## config.mk

```make
export PLATFORM = sky130hd
export DESIGN_NAME = letter_glyph_writer
export DESIGN_NICKNAME = d
export VERILOG_FILES = /design/src/rtl/letter_glyph_writer.sv
export SDC_FILE = /design/constraint.sdc
export NUM_CORES = 1
export LEC_CHECK = 0
export CAP_MARGIN = 20
export CELL_PAD_IN_SITES_DETAIL_PLACEMENT = 0
export CELL_PAD_IN_SITES_GLOBAL_PLACEMENT = 1
export CORE_ASPECT_RATIO = 0.75
export CORE_UTILIZATION = 44
export CTS_BUF_LIST = sky130_fd_sc_hd__clkbuf_4 sky130_fd_sc_hd__clkbuf_8
export CTS_CLUSTER_SIZE = 12
export DETAILED_ROUTE_END_ITERATION = 12
export GPL_TIMING_DRIVEN = 0
export PLACE_DENSITY = 0.95
export SLEW_MARGIN = 20
export SYNTH_ARGS = -nofsm -noshare
export SYNTH_HDL_FRONTEND = slang
export SYNTH_SLANG_ARGS = --single-unit
```

## constraint.sdc

```tcl
create_clock -name clka -period 5.8 [get_ports clka]
set_clock_uncertainty 0.1 [all_clocks]
set_input_delay 0.58 -clock clka [delete_from_list [all_inputs] [get_ports clka]]
set_output_delay 0.58 -clock clka [all_outputs]
set_load 0.005 [all_outputs]
```

## src/rtl/letter_glyph_writer.sv

```systemverilog
// rtl/letter_glyph_writer.sv - renders 8x16 glyphs and full clears into the 1-bit letter frame buffer
module letter_glyph_writer #(
    parameter int FB_W_LOG2 = 8,
    parameter int COL_W     = 5,
    parameter int ROW_W     = 4,
    parameter int ADDR_W    = 16
) (
    input  logic              clka,
    input  logic              reseta,
    input  logic              chr_valid,
    output logic              chr_ready,
    input  logic [6:0]        chr_code,
    input  logic [COL_W-1:0]  chr_col,
    input  logic [ROW_W-1:0]  chr_row,
    input  logic              clr_req,
    input  logic              clr_val,
    output logic [10:0]       font_addr,
    input  logic [7:0]        font_data,
    output logic              cea,
    output logic [ADDR_W-1:0] ada,
    output logic              din,
    output logic              busy,
    output logic              done
);

    typedef enum logic [2:0] {
        S_IDLE,
        S_FETCH,
        S_WAIT,
        S_WRITE,
        S_CLEAR
    } state_t;

    state_t             state_q, state_n;
    logic [6:0]         code_q, code_n;
    logic [COL_W-1:0]   col_q, col_n;
    logic [ROW_W-1:0]   row_q, row_n;
    logic [3:0]         line_q, line_n;
    logic [2:0]         px_q, px_n;
    logic [7:0]         sh_q, sh_n;
    logic [10:0]        font_addr_n;
    logic               cea_n, din_n, busy_n, done_n;
    logic [ADDR_W-1:0]  ada_n;
    logic [ADDR_W-1:0]  line_base;

    // Pixel 0 of the current glyph line; pixels 1..7 only touch the low 3 bits.
    assign line_base = (ADDR_W'({row_q, line_q}) << FB_W_LOG2) | (ADDR_W'(col_q) << 3);

    assign chr_ready = (state_q == S_IDLE) & ~clr_req;

    always_comb begin
        state_n     = state_q;
        code_n      = code_q;
        col_n       = col_q;
        row_n       = row_q;
        line_n      = line_q;
        px_n        = px_q;
        sh_n        = sh_q;
        font_addr_n = font_addr;
        cea_n       = 1'b0;
        ada_n       = ada;
        din_n       = din;
        busy_n      = busy;
        done_n      = 1'b0;
        case (state_q)
            S_IDLE: begin
                if (clr_req) begin
                    state_n = S_CLEAR;
                    cea_n   = 1'b1;
                    ada_n   = '0;
                    din_n   = clr_val;
                    busy_n  = 1'b1;
                end else if (chr_valid) begin
                    state_n     = S_FETCH;
                    code_n      = chr_code;
                    col_n       = chr_col;
                    row_n       = chr_row;
                    line_n      = 4'd0;
                    font_addr_n = {chr_code, 4'd0};
                    busy_n      = 1'b1;
                end
            end
            S_FETCH: state_n = S_WAIT;
            S_WAIT: begin
                state_n = S_WRITE;
                px_n    = 3'd0;
                cea_n   = 1'b1;
                ada_n   = line_base;
                din_n   = font_data[7];
                sh_n    = {font_data[6:0], 1'b0};
            end
            S_WRITE: begin
                if (px_q != 3'd7) begin
                    px_n  = px_q + 3'd1;
                    cea_n = 1'b1;
                    ada_n = ada + ADDR_W'(1);
                    din_n = sh_q[7];
                    sh_n  = {sh_q[6:0], 1'b0};
                end else if (line_q != 4'd15) begin
                    state_n     = S_FETCH;
                    line_n      = line_q + 4'd1;
                    font_addr_n = {code_q, line_q + 4'd1};
                end else begin
                    state_n = S_IDLE;
                    done_n  = 1'b1;
                    busy_n  = 1'b0;
                end
            end
            S_CLEAR: begin
                if (&ada) begin
                    state_n = S_IDLE;
                    ada_n   = '0;
                    done_n  = 1'b1;
                    busy_n  = 1'b0;
                end else begin
                    cea_n = 1'b1;
                    ada_n = ada + ADDR_W'(1);
                end
            end
            default: state_n = S_IDLE;
        endcase
    end

    always_ff @(posedge clka or posedge reseta) begin
        if (reseta) begin
            state_q   <= S_IDLE;
            code_q    <= '0;
            col_q     <= '0;
            row_q     <= '0;
            line_q    <= '0;
            px_q      <= '0;
            sh_q      <= '0;
            font_addr <= '0;
            cea       <= 1'b0;
            ada       <= '0;
            din       <= 1'b0;
            busy      <= 1'b0;
            done      <= 1'b0;
        end else begin
            state_q   <= state_n;
            code_q    <= code_n;
            col_q     <= col_n;
            row_q     <= row_n;
            line_q    <= line_n;
            px_q      <= px_n;
            sh_q      <= sh_n;
            font_addr <= font_addr_n;
            cea       <= cea_n;
            ada       <= ada_n;
            din       <= din_n;
            busy      <= busy_n;
            done      <= done_n;
        end
    end

endmodule

```

==> impl_metrics.yaml, run 1 <==
yosys:
  synth_area_leaders: "dfrtp_1, mux2_2, nand2_1"
  ys_types: 53
  synth-edff-count: 0
  synth_top_area_cell: "dfrtp_1"
  synth_seq_cells: 60
  ys_seq_area_share_pct: 50.7
  synthArstFlopShare_pct: 100
  syn_avg_cell_area_sq_um: 10.1
  synth_top_area_share_pct: 50.7
  synthFlopType: "dfrtp_1"
  syn_area_sq_um: 2960
  yosys_warnings: 0
  synthCells: 293
  synth_nets: 326
detailed_routing:
  viasPerCell: 5.81
  wire_per_inst_microns: 16.7
  drtAntennaViolNets: 0
  firstDrtPassIters: 6
  wirelength_microns: 7520
  vias: 2621
  route.detailed.drc: 0
  dr.first_iter.drc_count: 266
grt:
  overflow: 0
  grt_max_degree: 36
  grt_antenna_before_repair: 0
  grt_pass1_wl_microns: 12200
  grt_pass1_vias: 2439
  grt.total_usage_pct: 22.2
worst_setup_path:
  startpoint: "ada[0]$_DFFE_PP0P_"
  crit_end: "ada[12]$_DFFE_PP0P_"
  r2r_start: "ada[0]$_DFFE_PP0P_"
  start_kind: "flip-flop"
  required_ps: 5920
  crit_type: "flip-flop to flip-flop"
  r2r_end: "ada[12]$_DFFE_PP0P_"
  cp-end-kind: "flip-flop"
  rr_worst_depth: 6
  worstPathMaxFanout: 8
  reg2reg_slack_ps: 3170
  critPathArrivalTime_ps: 2750
pwr:
  power_density_nw_per_um2: 521
  leakage_uw: 0.00164
  peakVddDrop_v: 0.000246
  finalPower_uw: 2030
die:
  fp.coreArea_sq_um: 6410
  ios: 61
  rows: 25
  initial_utilization_pct: 46.1
  die_w_microns: 96.7
  dieArea_sq_um: 7060
  die_y_microns: 73.0
sta:
  worst_slew_pin_slew_ps: 812
  setup_viol_count_final: 0
  rsz0062_at_grt: "false"
  slew_headroom_pct: 45.5
  post-route-min-period_ps: 2630
  max_freq_mhz: 380
  finalSetupTns_ps: 0
  drv_slew: 0
  post-route-period-util_pct: 45.4
  hold_viol_final: 0
layout:
  final_nets: 398
  fill_cells: 561
  fin_cells: 451
  drive_above_1_share_pct: 14.3
  area_delta_synth_final_pct: 32.1
  diodes: 0
cts:
  cts_tree: "yes"
  h-tree-depth: 3
  insertion_delay_ps: 340
  cts_num_sinks: 60
  clockBufferDepth: 2
  cts_hold_buf: 0
  cts-root-buf: "clkbuf_8"
  numCtsBuffers: 9
  post_cts_buffers: 0
  clkTransAtPathRegs_ps: 70
  cts_resized: 0
placed_design:
  gp_congestion: 0.848
  hpwl_microns: 5320
  io_buffers: 60
  dp.cells: 435
worst_hold_path:
  hold_path.class: "flip-flop to flip-flop"
run:
  cap_violations: 0
status:
  status: "finished clean"
-- cell families after synthesis --
logic type / after synthesis / synth area share [%]
AND/OR/NAND/NOR: 114 / 18.9
AO/OA/AOI/OAI: 72 / 17.1
flip-flops: 60 / 50.7
buffers and inverters: 21 / 3.68
multiplexers: 17 / 6.43
XOR/XNOR: 5 / 1.48
adder cells (fa/ha/maj): 4 / 1.69
-- cells in the final DEF, fill, tap and decap left out, types with 3 or more instances in the layout --
cell type	synthesis	final
o41ai_1	3	3
clkdlybuf4s50_1	0	60
buf_4	4	4
mux2_2	16	16
ha_1	4	4
dfrtp_1	60	60
clkbuf_1	8	8
and2_1	3	3
nor2_1	26	26
a221o_1	4	4
nor3_1	6	6
and3_1	4	4
a22oi_1	5	5
inv_1	5	4
clkbuf_8	0	10
xor2_1	3	3
a21oi_1	4	4
nand3_1	12	12
nor3b_1	3	3
o21ai_0	21	21
nand2_1	43	43
a22o_1	4	4
o211ai_1	3	3
a31oi_1	14	14
-- metal layers --
layer / global-route usage, % / up-vias / routed length, microns
li1: - / 1213 / -
met1: 30.7 / 1317 / 3560
met2: 33.5 / 82 / 3430
met3: 7.18 / 9 / 459
met4: 6.97 / 0 / 65
met5: 0 / - / 0
-- report_power, final --
group          internal, uW  switching, uW
clock                   263            162
combinational           429            438
sequential              598            144
-- synthesized netlist by cell type, types with 2 or more instances --
cell / n
dfrtp_1: 60
nand2_1: 43
nor2_1: 26
o21ai_0: 21
mux2_2: 16
a31oi_1: 14
nand3_1: 12
clkbuf_1: 8
nor3_1: 6
a22oi_1: 5
inv_1: 5
a21oi_1: 4
a221o_1: 4
a22o_1: 4
and3_1: 4
buf_4: 4
ha_1: 4
and2_1: 3
nor3b_1: 3
o211ai_1: 3
o41ai_1: 3
xor2_1: 3
a21o_1: 2
a32oi_1: 2
buf_2: 2
nand4_1: 2
nor3b_2: 2
nor4_1: 2
xnor2_1: 2
-- area by class of cell --
cell class	instances	area [sq um]	area share, %
Timing Repair Buffer	61	621	15.9
Sequential cell	60	1500	38.4
Inverter	5	21.3	0.544
Multi-Input combinational cell	212	1350	34.5
Clock buffer	12	153	3.91
Buffer	16	90.1	2.30
Tap cell	81	101	2.59
Clock inverter	4	72.6	1.86
-- critical path: stages, from the launching register on --
cell and delay (ps):
dfrtp_1 440, ha_1 260, nand4_2 220, o41ai_4 710
nand2_2 280, a21o_1 230, a221o_1 280
-- worst min path at each step --
| stage | cells past startpoint | endpoint | slack [ps] | from |
|---|---|---|---|---|
| 2_1_floorplan | 2 | ada[3]$_DFFE_PP0P_ | 360 | col_q[0]$_DFFE_PP0P_ |
| 3_3_place_gp | 2 | ada[15]$_DFFE_PP0P_ | 380 | row_q[3]$_DFFE_PP0P_ |
| 3_5_place_dp | 2 | ada[15]$_DFFE_PP0P_ | 390 | row_q[3]$_DFFE_PP0P_ |
| 4_1_cts | 2 | ada[15]$_DFFE_PP0P_ | 400 | row_q[3]$_DFFE_PP0P_ |
| 5_1_grt | 1 | code_q[4]$_DFFE_PP0P_ | 420 | code_q[4]$_DFFE_PP0P_ |
| 6_report | 2 | ada[15]$_DFFE_PP0P_ | 390 | row_q[3]$_DFFE_PP0P_ |
-- state kept, by name, summed over array words and instances (netlist names) --
name and cells:
ada 16, busy 1, cea 1, code_q 7, col_q 5, din 1
done 1, font_addr 11, px_q 3, row_q 4, sh_q 7, state_q 3
-- per-stage QoR --
| step | area, sq um | hold slack, ps | setup WS [ps] | utilization, % |
|---|---|---|---|---|
| final | 3910 | 392 | 3170 | 61.0 |
| after global routing | 3910 | 424 | 3100 | 61.0 |
| after CTS | 3910 | 400 | 3170 | 61.0 |
| after detailed placement | 3680 | 386 | 3010 | 57.4 |
| after global placement | 3660 | 378 | 2510 | 57.1 |
| after floorplan | 2960 | 360 | 3620 | - |
No activity file was read; power rests on OpenSTA's default activity.
==> inputs of run 2 (changes only) <==
--- a/config.mk
+++ b/config.mk
@@ -9,12 +9,12 @@
 export CELL_PAD_IN_SITES_DETAIL_PLACEMENT = 0
 export CELL_PAD_IN_SITES_GLOBAL_PLACEMENT = 1
 export CORE_ASPECT_RATIO = 0.75
-export CORE_UTILIZATION = 44
+export CORE_UTILIZATION = 41
 export CTS_BUF_LIST = sky130_fd_sc_hd__clkbuf_4 sky130_fd_sc_hd__clkbuf_8
 export CTS_CLUSTER_SIZE = 12
 export DETAILED_ROUTE_END_ITERATION = 12
 export GPL_TIMING_DRIVEN = 0
-export PLACE_DENSITY = 0.95
+export PLACE_DENSITY = 0.91
 export SLEW_MARGIN = 20
 export SYNTH_ARGS = -nofsm -noshare
 export SYNTH_HDL_FRONTEND = slang
==> constraint.sdc (replaced) <==
create_clock -name clka -period 2.5 [get_ports clka]
set_clock_uncertainty 0.1 [all_clocks]
set_input_delay 0.25 -clock clka [delete_from_list [all_inputs] [get_ports clka]]
set_output_delay 0.25 -clock clka [all_outputs]
set_load 0.005 [all_outputs]
==> impl_metrics.yaml, run 2 (same netlist as run 1, synthesis figures left out) <==
die:
  die_w_microns: 100
  dieArea_sq_um: 7560
  die_y_microns: 75.6
  rows: 26
  initial_utilization_pct: 42.9
  fp.coreArea_sq_um: 6900
  ios: 61
detailed_routing:
  wire_per_inst_microns: 15.8
  viasPerCell: 5.36
  vias: 2525
  wirelength_microns: 7440
  route.detailed.drc: 0
  firstDrtPassIters: 4
  drtAntennaViolNets: 0
  dr.first_iter.drc_count: 159
worst_setup_path:
  start_kind: "flip-flop"
  critPathArrivalTime_ps: 2410
  cp-end-kind: "flip-flop"
  path_cells: "ha_1, nand4_2, o41ai_4, buf_4, and2_4, buf_8, nor3b_2, a221o_1"
  worstPathMaxFanout: 10
  critPathTopFamily: "compound AO/OA/AOI/OAI gates"
  crit_type: "flip-flop to flip-flop"
  critPathSlowestCell: "dfrtp_1"
  required_ps: 2620
  cpPeakStageDelay_ps: 430
  path_buf_inv: 2
layout:
  largest_register_ff_count: 16
  final-seq-area_sq_um: 1500
  fin_util_pct: 56.9
  top_regs: "ada: 16 flops, font_addr: 11 flops"
  area_delta_synth_final_pct: 32.6
  diodes: 0
  fill_cells: 639
  fin_cells: 471
  final_area_sq_um: 3920
  regMostFlops: "ada"
  final_cell_mix: "dfrtp_1, clkdlybuf4s50_1, nand2_1"
  final_nets: 401
  drive_above_1_share_pct: 15.8
  multi_input_area_sq_um: 1350
run:
  cap_violations: 0
sta:
  slew_headroom_pct: 49.1
  hold_viol_final: 0
  drv_slew: 0
  rsz0062_at_grt: "false"
  hold_slack_ps: 109
  max_freq_mhz: 436
  setup_viol_count_final: 0
  finalSetupTns_ps: 0
  post-route-min-period_ps: 2300
  worst_slew_pin_slew_ps: 758
  post-route-period-util_pct: 91.8
cts:
  h-tree-depth: 3
  clkTransAtPathRegs_ps: 70
  cts_hold_buf: 0
  cts_num_sinks: 60
  insertion_delay_ps: 340
  cts_tree: "yes"
  clockBufferDepth: 2
  numCtsBuffers: 9
  cts-root-buf: "clkbuf_8"
pwr:
  p_sw_uw: 1740
  power_density_nw_per_um2: 1170
  peakVddDrop_v: 0.000487
  internal-power_uw: 2840
  p_comb_share_pct: 43.8
  p_clk_share_pct: 18.7
  leakage_uw: 0.00163
  p_seq_share_pct: 37.5
  switching_share_pct: 37.9
grt:
  grt_pass1_wl_microns: 11800
  grt.total_usage_pct: 20.8
  grt_max_degree: 42
  grt_antenna_before_repair: 0
  overflow: 0
  grt_pass1_vias: 2316
placed_design:
  place_area_sq_um: 3700
  io_buffers: 60
  dp.cells: 452
  gp_congestion: 0.880
  hpwl_microns: 5290
status:
  status: "finished clean"
worst_hold_path:
  hold_path.class: "primary input to async pin"
[run 2: cell count changes in the layout (fill, tap and decap cells not counted), moves of 2 or more]
cell,previous run,this run
clkbuf_2,1,3
clkbuf_1,8,6
clkinvlp_4,1,3
clkbuf_4,2,0
clkinv_2,1,3
buf_4,4,7
[run 2: routing by layer]
layer / GRT usage [%] / vias to the layer above / share of wire [%]
li1: - / 1217 / -
met1: 29.2 / 1230 / 48
met2: 31.7 / 73 / 46
met3: 5.87 / 5 / 6.1
met4: 6.12 / 0 / 0.54
met5: 0 / - / 0
[run 2: power groups by stage]
stage / Combinational, uW / Sequential [uW] / Clock (uW)
4_1_cts: 2020 / 1710 / 879
5_1_grt: 2250 / 1770 / 926
2_1_floorplan: 1250 / 1660 / 0
3_3_place_gp: 1930 / 1710 / 0
3_5_place_dp: 2000 / 1730 / 0
6_report: 2000 / 1710 / 857
[run 2: timing repair]
action	in CTS	in global routing
endpoints found under the setup margin	3	12
setup buffers	0	3
cloned	0	0
resized for setup	0	5
pin swaps	1	1
[run 2: worst paths after layout]
check	startpoint	endpoint	slack, ps	cells past startpoint
min in group clka	font_data[6]	sh_q[7]$_DFFE_PP0P_	380	3
worst min-delay path	reseta	row_q[0]$_DFFE_PP0P_	110	2
worst min register to register	col_q[1]$_DFFE_PP0P_	ada[4]$_DFFE_PP0P_	410	2
max in group asynchronous	reseta	ada[12]$_DFFE_PP0P_	1690	3
worst max-delay path	ada[0]$_DFFE_PP0P_	ada[11]$_DFFE_PP0P_	200	8
worst max register to register	ada[0]$_DFFE_PP0P_	ada[11]$_DFFE_PP0P_	200	8
[run 2: area by class of cell]
cell class                 count  area share [%]
sequential                    60            38.3
buffer                        16            2.36
timing repair buffer          64            16.4
multi-input combinational    212            34.4
inverter                       5           0.542
clock inverter                 7            1.72
clock buffer                   9            3.16
tap                           98            3.13
[run 2: worst reg2reg max path, cell delays in order, from the launching register on]
cell and delay [ps]:
dfrtp_1 430, ha_1 250, nand4_2 230, o41ai_4 330, buf_4 200, and2_4 190
buf_8 150, nor3b_2 50, a221o_1 260
[run 2: metrics by stage]
stage | worst slack (ps) | total power [uW]
floorplan | 321 | 2910
global placement | -447 | 3640
detailed placement | 32.4 | 3730
CTS | 123 | 4610
global route | 73.1 | 4940
finish | 204 | 4570
==> inputs of run 3 (changes only) <==
--- a/config.mk
+++ b/config.mk
@@ -5,13 +5,11 @@
 export SDC_FILE = /design/constraint.sdc
 export NUM_CORES = 1
 export LEC_CHECK = 0
-export CAP_MARGIN = 20
 export CELL_PAD_IN_SITES_DETAIL_PLACEMENT = 0
 export CELL_PAD_IN_SITES_GLOBAL_PLACEMENT = 1
 export CORE_ASPECT_RATIO = 0.75
 export CORE_UTILIZATION = 41
 export CTS_BUF_LIST = sky130_fd_sc_hd__clkbuf_4 sky130_fd_sc_hd__clkbuf_8
-export CTS_CLUSTER_SIZE = 12
 export DETAILED_ROUTE_END_ITERATION = 12
 export GPL_TIMING_DRIVEN = 0
 export PLACE_DENSITY = 0.91
==> results of run 3 <==
Same layout as run 2: the final DEF is identical, and so are final timing and power.
